===== config.mk =====
export PLATFORM = sky130hd
export DESIGN_NAME = mbox_axi_wr_bridge
export DESIGN_NICKNAME = d
export VERILOG_FILES = /design/src/rtl/mbox_axi_wr_bridge.sv
export SDC_FILE = /design/constraint.sdc
export NUM_CORES = 1
export LEC_CHECK = 0
export BUFFER_PORTS_ARGS = -buffer_cell sky130_fd_sc_hd__buf_2
export CORE_AREA = 4 4 123 125
export CTS_CLUSTER_DIAMETER = 150
export CTS_CLUSTER_SIZE = 30
export DETAILED_ROUTE_END_ITERATION = 12
export DIE_AREA = 0 0 127 129
export PLACE_DENSITY = 0.91
export SLEW_MARGIN = 25
export SYNTH_ARGS = -nofsm -noshare
export SYNTH_HDL_FRONTEND = slang
export SYNTH_SLANG_ARGS = --single-unit
export TNS_END_PERCENT = 100

===== constraint.sdc =====
create_clock -name Clk_CI -period 2.7 [get_ports Clk_CI]
set_clock_uncertainty 0.1 [all_clocks]
set_input_delay 0.27 -clock Clk_CI [delete_from_list [all_inputs] [get_ports Clk_CI]]
set_output_delay 0.27 -clock Clk_CI [all_outputs]
set_load 0.005 [all_outputs]

===== src/rtl/mbox_axi_wr_bridge.sv =====
// mbox_axi_wr_bridge: serialises AXI4 write bursts into single-word AXI-Lite writes
// on one of two 32-bit mailbox ports and merges the Lite responses into one B.
module mbox_axi_wr_bridge #(
    parameter int AXI_ADDR_WIDTH = 32,
    parameter int AXI_DATA_WIDTH = 64,
    parameter int AXI_ID_WIDTH   = 10,
    parameter int AXI_USER_WIDTH = 6,
    parameter int AXI_STRB_WIDTH = AXI_DATA_WIDTH/8,
    parameter int IF_SEL_BIT     = 12
) (
    input  logic                      Clk_CI,
    input  logic                      Rst_RBI,
    input  logic [AXI_ADDR_WIDTH-1:0] AwAddr_DI,
    input  logic                      AwValid_SI,
    output logic                      AwReady_SO,
    input  logic [7:0]                AwLen_SI,
    input  logic [AXI_ID_WIDTH-1:0]   AwId_DI,
    input  logic [AXI_DATA_WIDTH-1:0] WData_DI,
    input  logic [AXI_STRB_WIDTH-1:0] WStrb_DI,
    input  logic                      WValid_SI,
    output logic                      WReady_SO,
    output logic                      BValid_SO,
    input  logic                      BReady_SI,
    output logic [AXI_ID_WIDTH-1:0]   BId_DO,
    output logic [1:0]                BResp_DO,
    output logic [AXI_USER_WIDTH-1:0] BUser_DO,
    output logic [AXI_ADDR_WIDTH-1:0] If0_AwAddr_DO,
    output logic                      If0_AwValid_SO,
    input  logic                      If0_AwReady_SI,
    output logic [31:0]               If0_WData_DO,
    output logic [3:0]                If0_WStrb_DO,
    output logic                      If0_WValid_SO,
    input  logic                      If0_WReady_SI,
    input  logic                      If0_BValid_SI,
    output logic                      If0_BReady_SO,
    input  logic [1:0]                If0_BResp_DI,
    output logic [AXI_ADDR_WIDTH-1:0] If1_AwAddr_DO,
    output logic                      If1_AwValid_SO,
    input  logic                      If1_AwReady_SI,
    output logic [31:0]               If1_WData_DO,
    output logic [3:0]                If1_WStrb_DO,
    output logic                      If1_WValid_SO,
    input  logic                      If1_WReady_SI,
    input  logic                      If1_BValid_SI,
    output logic                      If1_BReady_SO,
    input  logic [1:0]                If1_BResp_DI
);
    localparam int NL = AXI_DATA_WIDTH/32;
    localparam int SB = $clog2(AXI_STRB_WIDTH);
    typedef enum logic [2:0] {IDLE, W_ACC, LITE_REQ, LITE_RSP, B_RSP} state_e;
    state_e                     state_q, state_d;
    logic                       init_q;
    logic [AXI_ADDR_WIDTH-SB-1:0] addr_q, addr_d;
    logic [AXI_ID_WIDTH-1:0]    id_q, id_d;
    logic [7:0]                 len_q, len_d, cnt_q, cnt_d;
    logic [1:0]                 resp_q, resp_d;
    logic                       sel_q, sel_d;
    logic [AXI_ADDR_WIDTH-1:0]  laddr_q, laddr_d;
    logic [31:0]                ldata_q, ldata_d;
    logic [3:0]                 lstrb_q, lstrb_d;
    logic                       aw_done_q, aw_done_d, w_done_q, w_done_d;
    logic [31:0]                pick_data;
    logic [3:0]                 pick_strb;
    logic [AXI_ADDR_WIDTH-1:0]  lane_off;
    logic                       req_aw, req_w, rsp, lite_aw_hs, lite_w_hs, lite_b_hs, last;
    logic [1:0]                 lite_bresp;
    // Lowest lane with any strobe wins; higher lanes of the beat are discarded.
    always_comb begin
        pick_data = '0;
        pick_strb = '0;
        lane_off  = '0;
        for (int k = NL-1; k >= 0; k--) begin
            if (|WStrb_DI[4*k +: 4]) begin
                pick_data = WData_DI[32*k +: 32];
                pick_strb = WStrb_DI[4*k +: 4];
                lane_off  = AXI_ADDR_WIDTH'(4*k);
            end
        end
    end
    assign req_aw     = (state_q == LITE_REQ) & ~aw_done_q;
    assign req_w      = (state_q == LITE_REQ) & ~w_done_q;
    assign rsp        = state_q == LITE_RSP;
    assign lite_aw_hs = req_aw & (sel_q ? If1_AwReady_SI : If0_AwReady_SI);
    assign lite_w_hs  = req_w & (sel_q ? If1_WReady_SI : If0_WReady_SI);
    assign lite_b_hs  = rsp & (sel_q ? If1_BValid_SI : If0_BValid_SI);
    assign lite_bresp = sel_q ? If1_BResp_DI : If0_BResp_DI;
    assign last       = cnt_q == len_q;
    always_comb begin
        state_d   = state_q;
        addr_d    = addr_q;
        id_d      = id_q;
        len_d     = len_q;
        cnt_d     = cnt_q;
        resp_d    = resp_q;
        sel_d     = sel_q;
        laddr_d   = laddr_q;
        ldata_d   = ldata_q;
        lstrb_d   = lstrb_q;
        aw_done_d = aw_done_q;
        w_done_d  = w_done_q;
        case (state_q)
            IDLE: if (AwValid_SI & init_q) begin
                addr_d  = AwAddr_DI[AXI_ADDR_WIDTH-1:SB];
                id_d    = AwId_DI;
                len_d   = AwLen_SI;
                cnt_d   = '0;
                resp_d  = 2'b00;
                sel_d   = AwAddr_DI[IF_SEL_BIT];
                state_d = W_ACC;
            end
            W_ACC: if (WValid_SI) begin
                if (|WStrb_DI) begin
                    laddr_d = {addr_q, SB'(0)} | lane_off;
                    ldata_d = pick_data;
                    lstrb_d = pick_strb;
                    state_d = LITE_REQ;
                end else if (last) state_d = B_RSP;
                else cnt_d = cnt_q + 8'd1;
            end
            LITE_REQ: begin
                aw_done_d = aw_done_q | lite_aw_hs;
                w_done_d  = w_done_q | lite_w_hs;
                if (aw_done_d & w_done_d) begin
                    aw_done_d = 1'b0;
                    w_done_d  = 1'b0;
                    state_d   = LITE_RSP;
                end
            end
            LITE_RSP: if (lite_b_hs) begin
                resp_d  = (lite_bresp > resp_q) ? lite_bresp : resp_q;
                state_d = last ? B_RSP : W_ACC;
                cnt_d   = last ? cnt_q : cnt_q + 8'd1;
            end
            B_RSP: if (BReady_SI) state_d = IDLE;
            default: state_d = IDLE;
        endcase
    end
    always_ff @(posedge Clk_CI or negedge Rst_RBI) begin
        if (!Rst_RBI) begin
            state_q   <= IDLE;
            init_q    <= 1'b0;
            addr_q    <= '0;
            id_q      <= '0;
            len_q     <= '0;
            cnt_q     <= '0;
            resp_q    <= '0;
            sel_q     <= 1'b0;
            laddr_q   <= '0;
            ldata_q   <= '0;
            lstrb_q   <= '0;
            aw_done_q <= 1'b0;
            w_done_q  <= 1'b0;
        end else begin
            state_q   <= state_d;
            init_q    <= 1'b1;
            addr_q    <= addr_d;
            id_q      <= id_d;
            len_q     <= len_d;
            cnt_q     <= cnt_d;
            resp_q    <= resp_d;
            sel_q     <= sel_d;
            laddr_q   <= laddr_d;
            ldata_q   <= ldata_d;
            lstrb_q   <= lstrb_d;
            aw_done_q <= aw_done_d;
            w_done_q  <= w_done_d;
        end
    end
    // init_q keeps AwReady low while reset is held, even though state_q is IDLE.
    assign AwReady_SO     = init_q & (state_q == IDLE);
    assign WReady_SO      = state_q == W_ACC;
    assign BValid_SO      = state_q == B_RSP;
    assign BId_DO         = id_q;
    assign BResp_DO       = resp_q;
    assign BUser_DO       = '0;
    assign If0_AwAddr_DO  = sel_q ? '0 : laddr_q;
    assign If0_AwValid_SO = req_aw & ~sel_q;
    assign If0_WData_DO   = sel_q ? '0 : ldata_q;
    assign If0_WStrb_DO   = sel_q ? '0 : lstrb_q;
    assign If0_WValid_SO  = req_w & ~sel_q;
    assign If0_BReady_SO  = rsp & ~sel_q;
    assign If1_AwAddr_DO  = sel_q ? laddr_q : '0;
    assign If1_AwValid_SO = req_aw & sel_q;
    assign If1_WData_DO   = sel_q ? ldata_q : '0;
    assign If1_WStrb_DO   = sel_q ? lstrb_q : '0;
    assign If1_WValid_SO  = req_w & sel_q;
    assign If1_BReady_SO  = rsp & sel_q;
endmodule


==> results of run 1 <==
-- final cells by class --
cell class                      instances  area, sq um  area share (%)
Multi-Input combinational cell        440         3160            33.9
Clock buffer                           17          425            4.57
Timing Repair Buffer                  341         2010            21.6
Sequential cell                       129         3230            34.8
Inverter                                9         33.8           0.363
Antenna cell                            3         7.51          0.0807
Tap cell                              180          225            2.42
Clock inverter                         15          206            2.22
-- routing by layer --
layer / routed length, um / global-route usage (%) / up-vias
met5: 20 / 0 / -
met4: 401 / 8.52 / 4
met3: 1320 / 6.68 / 38
met2: 10100 / 40.8 / 225
met1: 7430 / 27.1 / 2726
li1: - / - / 2753
-- placed cells by master, fill, tap and decap left out, drive strengths merged, types with 3 or more instances in the layout --
cell type,Yosys,layout
a31oi,8,8
and2,69,69
diode,0,3
o22ai,32,32
and3,5,5
clkinv,0,6
buf,32,296
mux2,79,79
a21oi,45,45
dfrtp,129,129
xnor2,8,8
a21o,3,3
nor2b,67,67
nor2,55,55
conb,2,11
o21ai,4,4
bufinv,0,4
nand4,3,3
clkbuf,23,17
mux2i,6,6
nor3,5,5
dlygate4sd3,0,45
nand2,10,10
nand3,5,5
ha,3,3
inv,9,12
-- state kept, by name, indices dropped and copies added (netlist names) --
name	count
ldata_q	32
len_q	8
state_q	3
BId_DO	10
init_q	1
lstrb_q	4
laddr_q	30
BResp_DO	2
cnt_q	8
aw_done_q	1
addr_q	29
w_done_q	1
-- what timing repair did --
action,in CTS,in global routing
buffers inserted,0,0
hold buffers,45,0
endpoints found under the hold margin,103,0
-- worst min path at each step --
stage                       startpoint   endpoint  depth (start not counted)
after floorplan                Rst_RBI  BId_DO[0]                          0
after global placement         Rst_RBI   len_q[3]                          1
after detailed placement       Rst_RBI   len_q[3]                          1
after CTS                 AwAddr_DI[9]  addr_q[6]                          2
after global routing      AwAddr_DI[9]  addr_q[6]                          2
final                     AwAddr_DI[9]  addr_q[6]                          2
-- power breakdown --
part | leakage [nW] | switching (mW) | internal, mW | total (mW)
logic | 2.74 | 2.12 | 2.57 | 4.69
clock network | 0.304 | 0.865 | 1.55 | 2.42
registers | 1.53 | 0.728 | 2.86 | 3.59
-- per-stage QoR --
stage	setup slack, ns	instance area [sq um]	hold slack [ns]
floorplan	0.593	6690	-0.126
global placement	0.527	8210	0.180
detailed placement	0.457	8210	0.189
CTS	0.422	9290	0.00266
global route	0.270	9300	0.00415
finish	0.408	9300	0.0166
-- cell families (layout without fill, tap and decap cells) --
group	Yosys count	in the layout	share of synthesized area, %
flops	129	129	48.5
compound gates	107	107	9.90
simple gates	226	226	19.1
xor+xnor	8	8	1.05
other cells	2	14	0.113
buf+inv	64	382	4.85
fa+ha+maj	3	3	0.564
mux	85	85	15.9
-- critical path: cells and delay by family, from the launching register on --
kind                   cells  cell delay, ns
flip-flops                 1            0.50
buffers and inverters      2            0.68
AND/OR/NAND/NOR            2            0.33
==> flow_metrics.py, run 1 <==
metrics = {
    "finish": {
        "final_cells": 1134,
        "n_fill_cell": 1056,
        "area_growth_pct": 39.7,
        "final_util_pct": 67.0,
        "fin_nets": 1078,
        "drive_gt1_share_pct": 43.8,
    },
    "yosys": {
        "ys_ff_latch": 129,
        "ys_seq_area_share_pct": 48.5,
        "synth_area_sq_um": 6660,
        "synth_top_cell_by_area": "dfrtp_1",
        "synth_edf_count": 0,
        "synth_cell_types": 50,
        "synth_common_cells": "dfrtp_1, and2_1, nor2b_1, nor2_1, mux2_2",
        "synthCells": 624,
        "ys_async_sr_fraction_pct": 100,
        "yosysTopAreaCellShare_pct": 48.5,
        "ys_warn_count": 0,
        "syn_avg_cell_area_sq_um": 10.7,
        "ys.flop_type": "dfrtp_1",
        "post-synth-top-count-cell": "dfrtp_1",
        "yosys-top-cells-area": "dfrtp_1, mux2_2, mux2_4, and2_1, nor2b_1",
    },
    "grt": {
        "grt_usage_pct": 23.2,
        "grt.overflow.total": 0,
        "grt_antenna_before_repair": 5,
        "grt_max_degree": 81,
        "grt_pass1_vias": 5806,
        "grt_first_pass_wirelength_um": 29800,
    },
    "route": {
        "vias_per_cell": 5.07,
        "drc": 0,
        "drt_iter0_markers": 301,
        "firstDrtPassIters": 5,
        "num_vias": 5746,
        "drt_wl_total_um": 19300,
        "wl_per_cell_um": 17.0,
        "ant_nets": 0,
    },
    "run_status": {
        "outcome": "complete, no violations",
    },
    "floorplan": {
        "design.core.area_sq_um": 13900,
        "die_area_sq_um": 16400,
        "initial_core_util_pct": 48.0,
        "die_y_um": 129,
        "fp-row-count": 43,
        "die_w_um": 127,
        "ios": 300,
    },
    "sta": {
        "fin_crit_sh_pct": 84.9,
        "slew_headroom_pct": 56.8,
        "rsz0062_at_grt": "no",
        "hold_viol": 0,
        "setup_viol": 0,
        "fmax_mhz": 436,
        "tightest_slew_ns": 0.649,
        "fin_setup_tns_ns": 0,
        "finalCriticalPeriod_ns": 2.29,
        "maxSlewViolCount": 0,
    },
    "setup_path": {
        "worstSetupEndpointType": "output port",
        "crit_arrival_ns": 1.92,
        "path_cells": "buf_4, nand2_1, nor2_1, buf_2",
        "worstSetupPathType": "reg -> out",
        "required_ns": 2.33,
        "critPathMaxFanout": 80,
        "r2r_slack_ns": 0.44,
        "rr_worst_depth": 6,
        "rr_startpoint": "addr_q[9]",
        "r2r_end": "BResp_DO[0]",
        "cpPeakStageDelay_ns": 0.55,
        "critPathLaunch": "addr_q[9]",
        "crit_path_start_kind": "flop",
        "slowest_stage": "buf_4",
        "cp-endpoint": "If1_WValid_SO",
    },
    "placed_design": {
        "routabilityCongestion": 0.897,
        "port_buffers": 286,
        "hpwl_um": 13700,
        "place_inst": 1054,
    },
    "clock_network": {
        "cts_inserted_buffers": 17,
        "clkLatencyLatePin_ns": 0.41,
        "cts.clk_slew.worst_paths_ns": 0.06,
        "postCtsResizedCells": 0,
        "cts_sinks": 129,
        "htreeDepth": 4,
        "clockBufferDepth": 2,
        "tritoncts": "yes",
        "clock-root-buffer": "clkbuf_16",
    },
    "power_and_ir_drop": {
        "irDropWorstVdd_mv": 0.625,
        "finalPower_mw": 10.7,
        "power_leakage_nw": 4.57,
        "power_density_nw_per_um2": 1150,
    },
    "flow_run": {
        "cap_violations": 0,
    },
    "hold_path": {
        "hold_path_class": "in -> reg",
    },
}
Note: power is estimated with default switching activity, not from simulation.
==> run 2: changes to the inputs <==
==> constraint.sdc (replaced) <==
create_clock -name Clk_CI -period 2.4 [get_ports Clk_CI]
set_clock_uncertainty 0.1 [all_clocks]
set_input_delay 0.24 -clock Clk_CI [delete_from_list [all_inputs] [get_ports Clk_CI]]
set_output_delay 0.24 -clock Clk_CI [all_outputs]
set_load 0.005 [all_outputs]
==> run 2 against run 1 <==
Effect of this change:
- sequential cell count unchanged
- non-clock buffer count increased by 8
- first-iteration DRC count increased by 30%
- clock power increased by 13%
- cell count increased by 0.53%
- critical path type is now reg -> reg
- largest power group unchanged
- combinational power increased by 16%
- highest routed layer is now met4
- via count increased by 1.9%
- global-route usage increased by 0.43 points
- count of clock-buffer cells in the layout increased by 2
- utilization increased by 0.74 points
==> flow_metrics.py, run 2 (synthesis results as in run 1) <==
metrics = {
    "sta": {
        "slew_headroom_pct": 49.2,
        "tightest_slew_ns": 0.758,
        "maxSlewViolCount": 0,
        "hold_viol": 0,
        "fin_setup_tns_ns": 0,
        "fmax_mhz": 444,
        "setup_viol": 0,
        "fin_crit_sh_pct": 93.9,
        "rsz0062_at_grt": "no",
        "finalCriticalPeriod_ns": 2.25,
        "setup_ws_ns": 0.147,
    },
    "setup_path": {
        "cp_common_cell": "mux2_2",
        "crit_arrival_ns": 2.45,
        "worstSetupPathType": "reg -> reg",
        "worstSetupEndpointType": "flop",
        "rr_worst_depth": 6,
        "cpPeakStageDelay_ns": 0.53,
        "crit_buf_inv": 0,
        "path_cells": "mux2_2, ha_1, a21oi_1, a211oi_1, o211ai_1, mux2_2",
        "required_ns": 2.60,
        "critPathMaxFanout": 9,
        "crit_path_start_kind": "flop",
        "cp_top_family": "multiplexers",
        "path_depth": 6,
        "slowest_stage": "dfrtp_4",
    },
    "finish": {
        "design_area_sq_um": 9400,
        "reg_top3": "ldata_q: 32 flops, laddr_q: 30 flops, addr_q: 29 flops",
        "largest_reg_flops": 32,
        "drive_gt1_share_pct": 44.0,
        "top_register": "ldata_q",
        "area_growth_pct": 41.2,
        "layout_commonest_cell": "buf_2",
        "final_cell_mix": "buf_2, dfrtp_1, and2_1",
        "antennaDiodeCount": 0,
        "fin_nets": 1087,
        "n_fill_cell": 1046,
    },
    "floorplan": {
        "initial_core_util_pct": 48.0,
        "design.core.area_sq_um": 13900,
        "die_y_um": 129,
        "fp-row-count": 43,
        "die_area_sq_um": 16400,
        "die_w_um": 127,
        "ios": 300,
    },
    "route": {
        "drt_iter0_markers": 391,
        "vias_per_cell": 5.14,
        "wl_per_cell_um": 17.5,
        "firstDrtPassIters": 5,
        "drt_wl_total_um": 19900,
        "num_vias": 5858,
        "ant_nets": 0,
        "drc": 0,
    },
    "power_and_ir_drop": {
        "swShare_pct": 34.8,
        "p_sw_mw": 4.24,
        "power_density_nw_per_um2": 1300,
        "irDropWorstVdd_mv": 0.815,
        "comb_power_share_pct": 44.6,
        "finalPower_mw": 12.2,
        "power_leakage_nw": 4.63,
        "clkPwrFrac_pct": 22.4,
        "p_int_mw": 7.95,
        "pwr-share-seq_pct": 33.0,
    },
    "placed_design": {
        "detailed_place.area_sq_um": 8250,
        "hpwl_um": 13500,
        "routabilityCongestion": 0.850,
        "dpl_worst_slack_ns": 0.0436,
        "port_buffers": 286,
    },
    "clock_network": {
        "clock-root-buffer": "clkbuf_16",
        "htreeDepth": 4,
        "cts_sinks": 129,
        "postCtsSetupBuffers": 0,
        "cts.clk_slew.worst_paths_ns": 0.06,
        "cts_inserted_buffers": 17,
        "clockBufferDepth": 2,
        "clkLatencyLatePin_ns": 0.41,
        "tritoncts": "yes",
    },
    "flow_run": {
        "cap_violations": 0,
    },
    "run_status": {
        "outcome": "complete, no violations",
    },
    "grt": {
        "grt_antenna_before_repair": 0,
        "grt_max_degree": 138,
        "grt_usage_pct": 23.6,
        "grt_first_pass_wirelength_um": 30400,
        "grt.overflow.total": 0,
        "grt_pass1_vias": 5835,
    },
    "hold_path": {
        "hold_path_class": "in -> reg",
        "worstHoldPathCells": 3,
    },
}
==> run 2: per-layer routing <==
metal | wire, um | track usage [%]
met5 | 0 | 0
met4 | 368 | 8.45
met3 | 1360 | 6.10
met2 | 10400 | 41.0
met1 | 7780 | 28.6
==> run 2: what timing repair did <==
action | CTS | global route
gates cloned | 1 | 1
hold endpoints to repair | 106 | 0
gates resized for setup | 0 | 1
endpoints found under the setup margin | 1 | 1
hold buffers | 48 | 0
==> run 2: per-stage QoR <==
step,std cells,util [%],hold slack (ns)
finish,1140,67.7,0.0255
global route,1140,67.7,0.0357
CTS,1139,67.5,0.0101
detailed placement,1058,59.4,0.173
global placement,1058,59.4,0.166
floorplan,633,-,-0.156
==> run 2: path summary, 6_finish.rpt <==
path                               end          from  slack (ns)
setup / recovery           BResp_DO[0]     addr_q[9]        0.15
hold / removal             ldata_q[10]  WData_DI[42]        0.03
setup reg to reg           BResp_DO[0]     addr_q[9]        0.15
hold reg to reg             laddr_q[5]     addr_q[2]        0.40
max in group asynchronous    addr_q[9]       Rst_RBI        1.29
min in group asynchronous   addr_q[24]       Rst_RBI        0.28
==> run 2: tightest hold or removal path, stage by stage <==
cell and delay (ns):
buf_2 0.08, o22ai_1 0.05, a21oi_1 0.13
==> run 2: cell type report <==
cell class	instances	area [sq um]	share of cell area, %
Clock buffer	19	443	4.71
Clock inverter	13	185	1.97
Inverter	9	33.8	0.359
Multi-Input combinational cell	441	3160	33.7
Sequential cell	129	3230	34.4
Tap cell	180	225	2.40
Timing Repair Buffer	349	2120	22.5
==> run 2: power by group through the flow <==
stage	registers (mW)	logic, mW	clock network, mW
2_1_floorplan	3.70	3.42	0
3_3_place_gp	3.95	5.10	0
3_5_place_dp	4.02	5.27	0
4_1_cts	4.00	5.37	2.77
5_1_grt	4.17	5.95	2.90
6_report	4.03	5.44	2.73
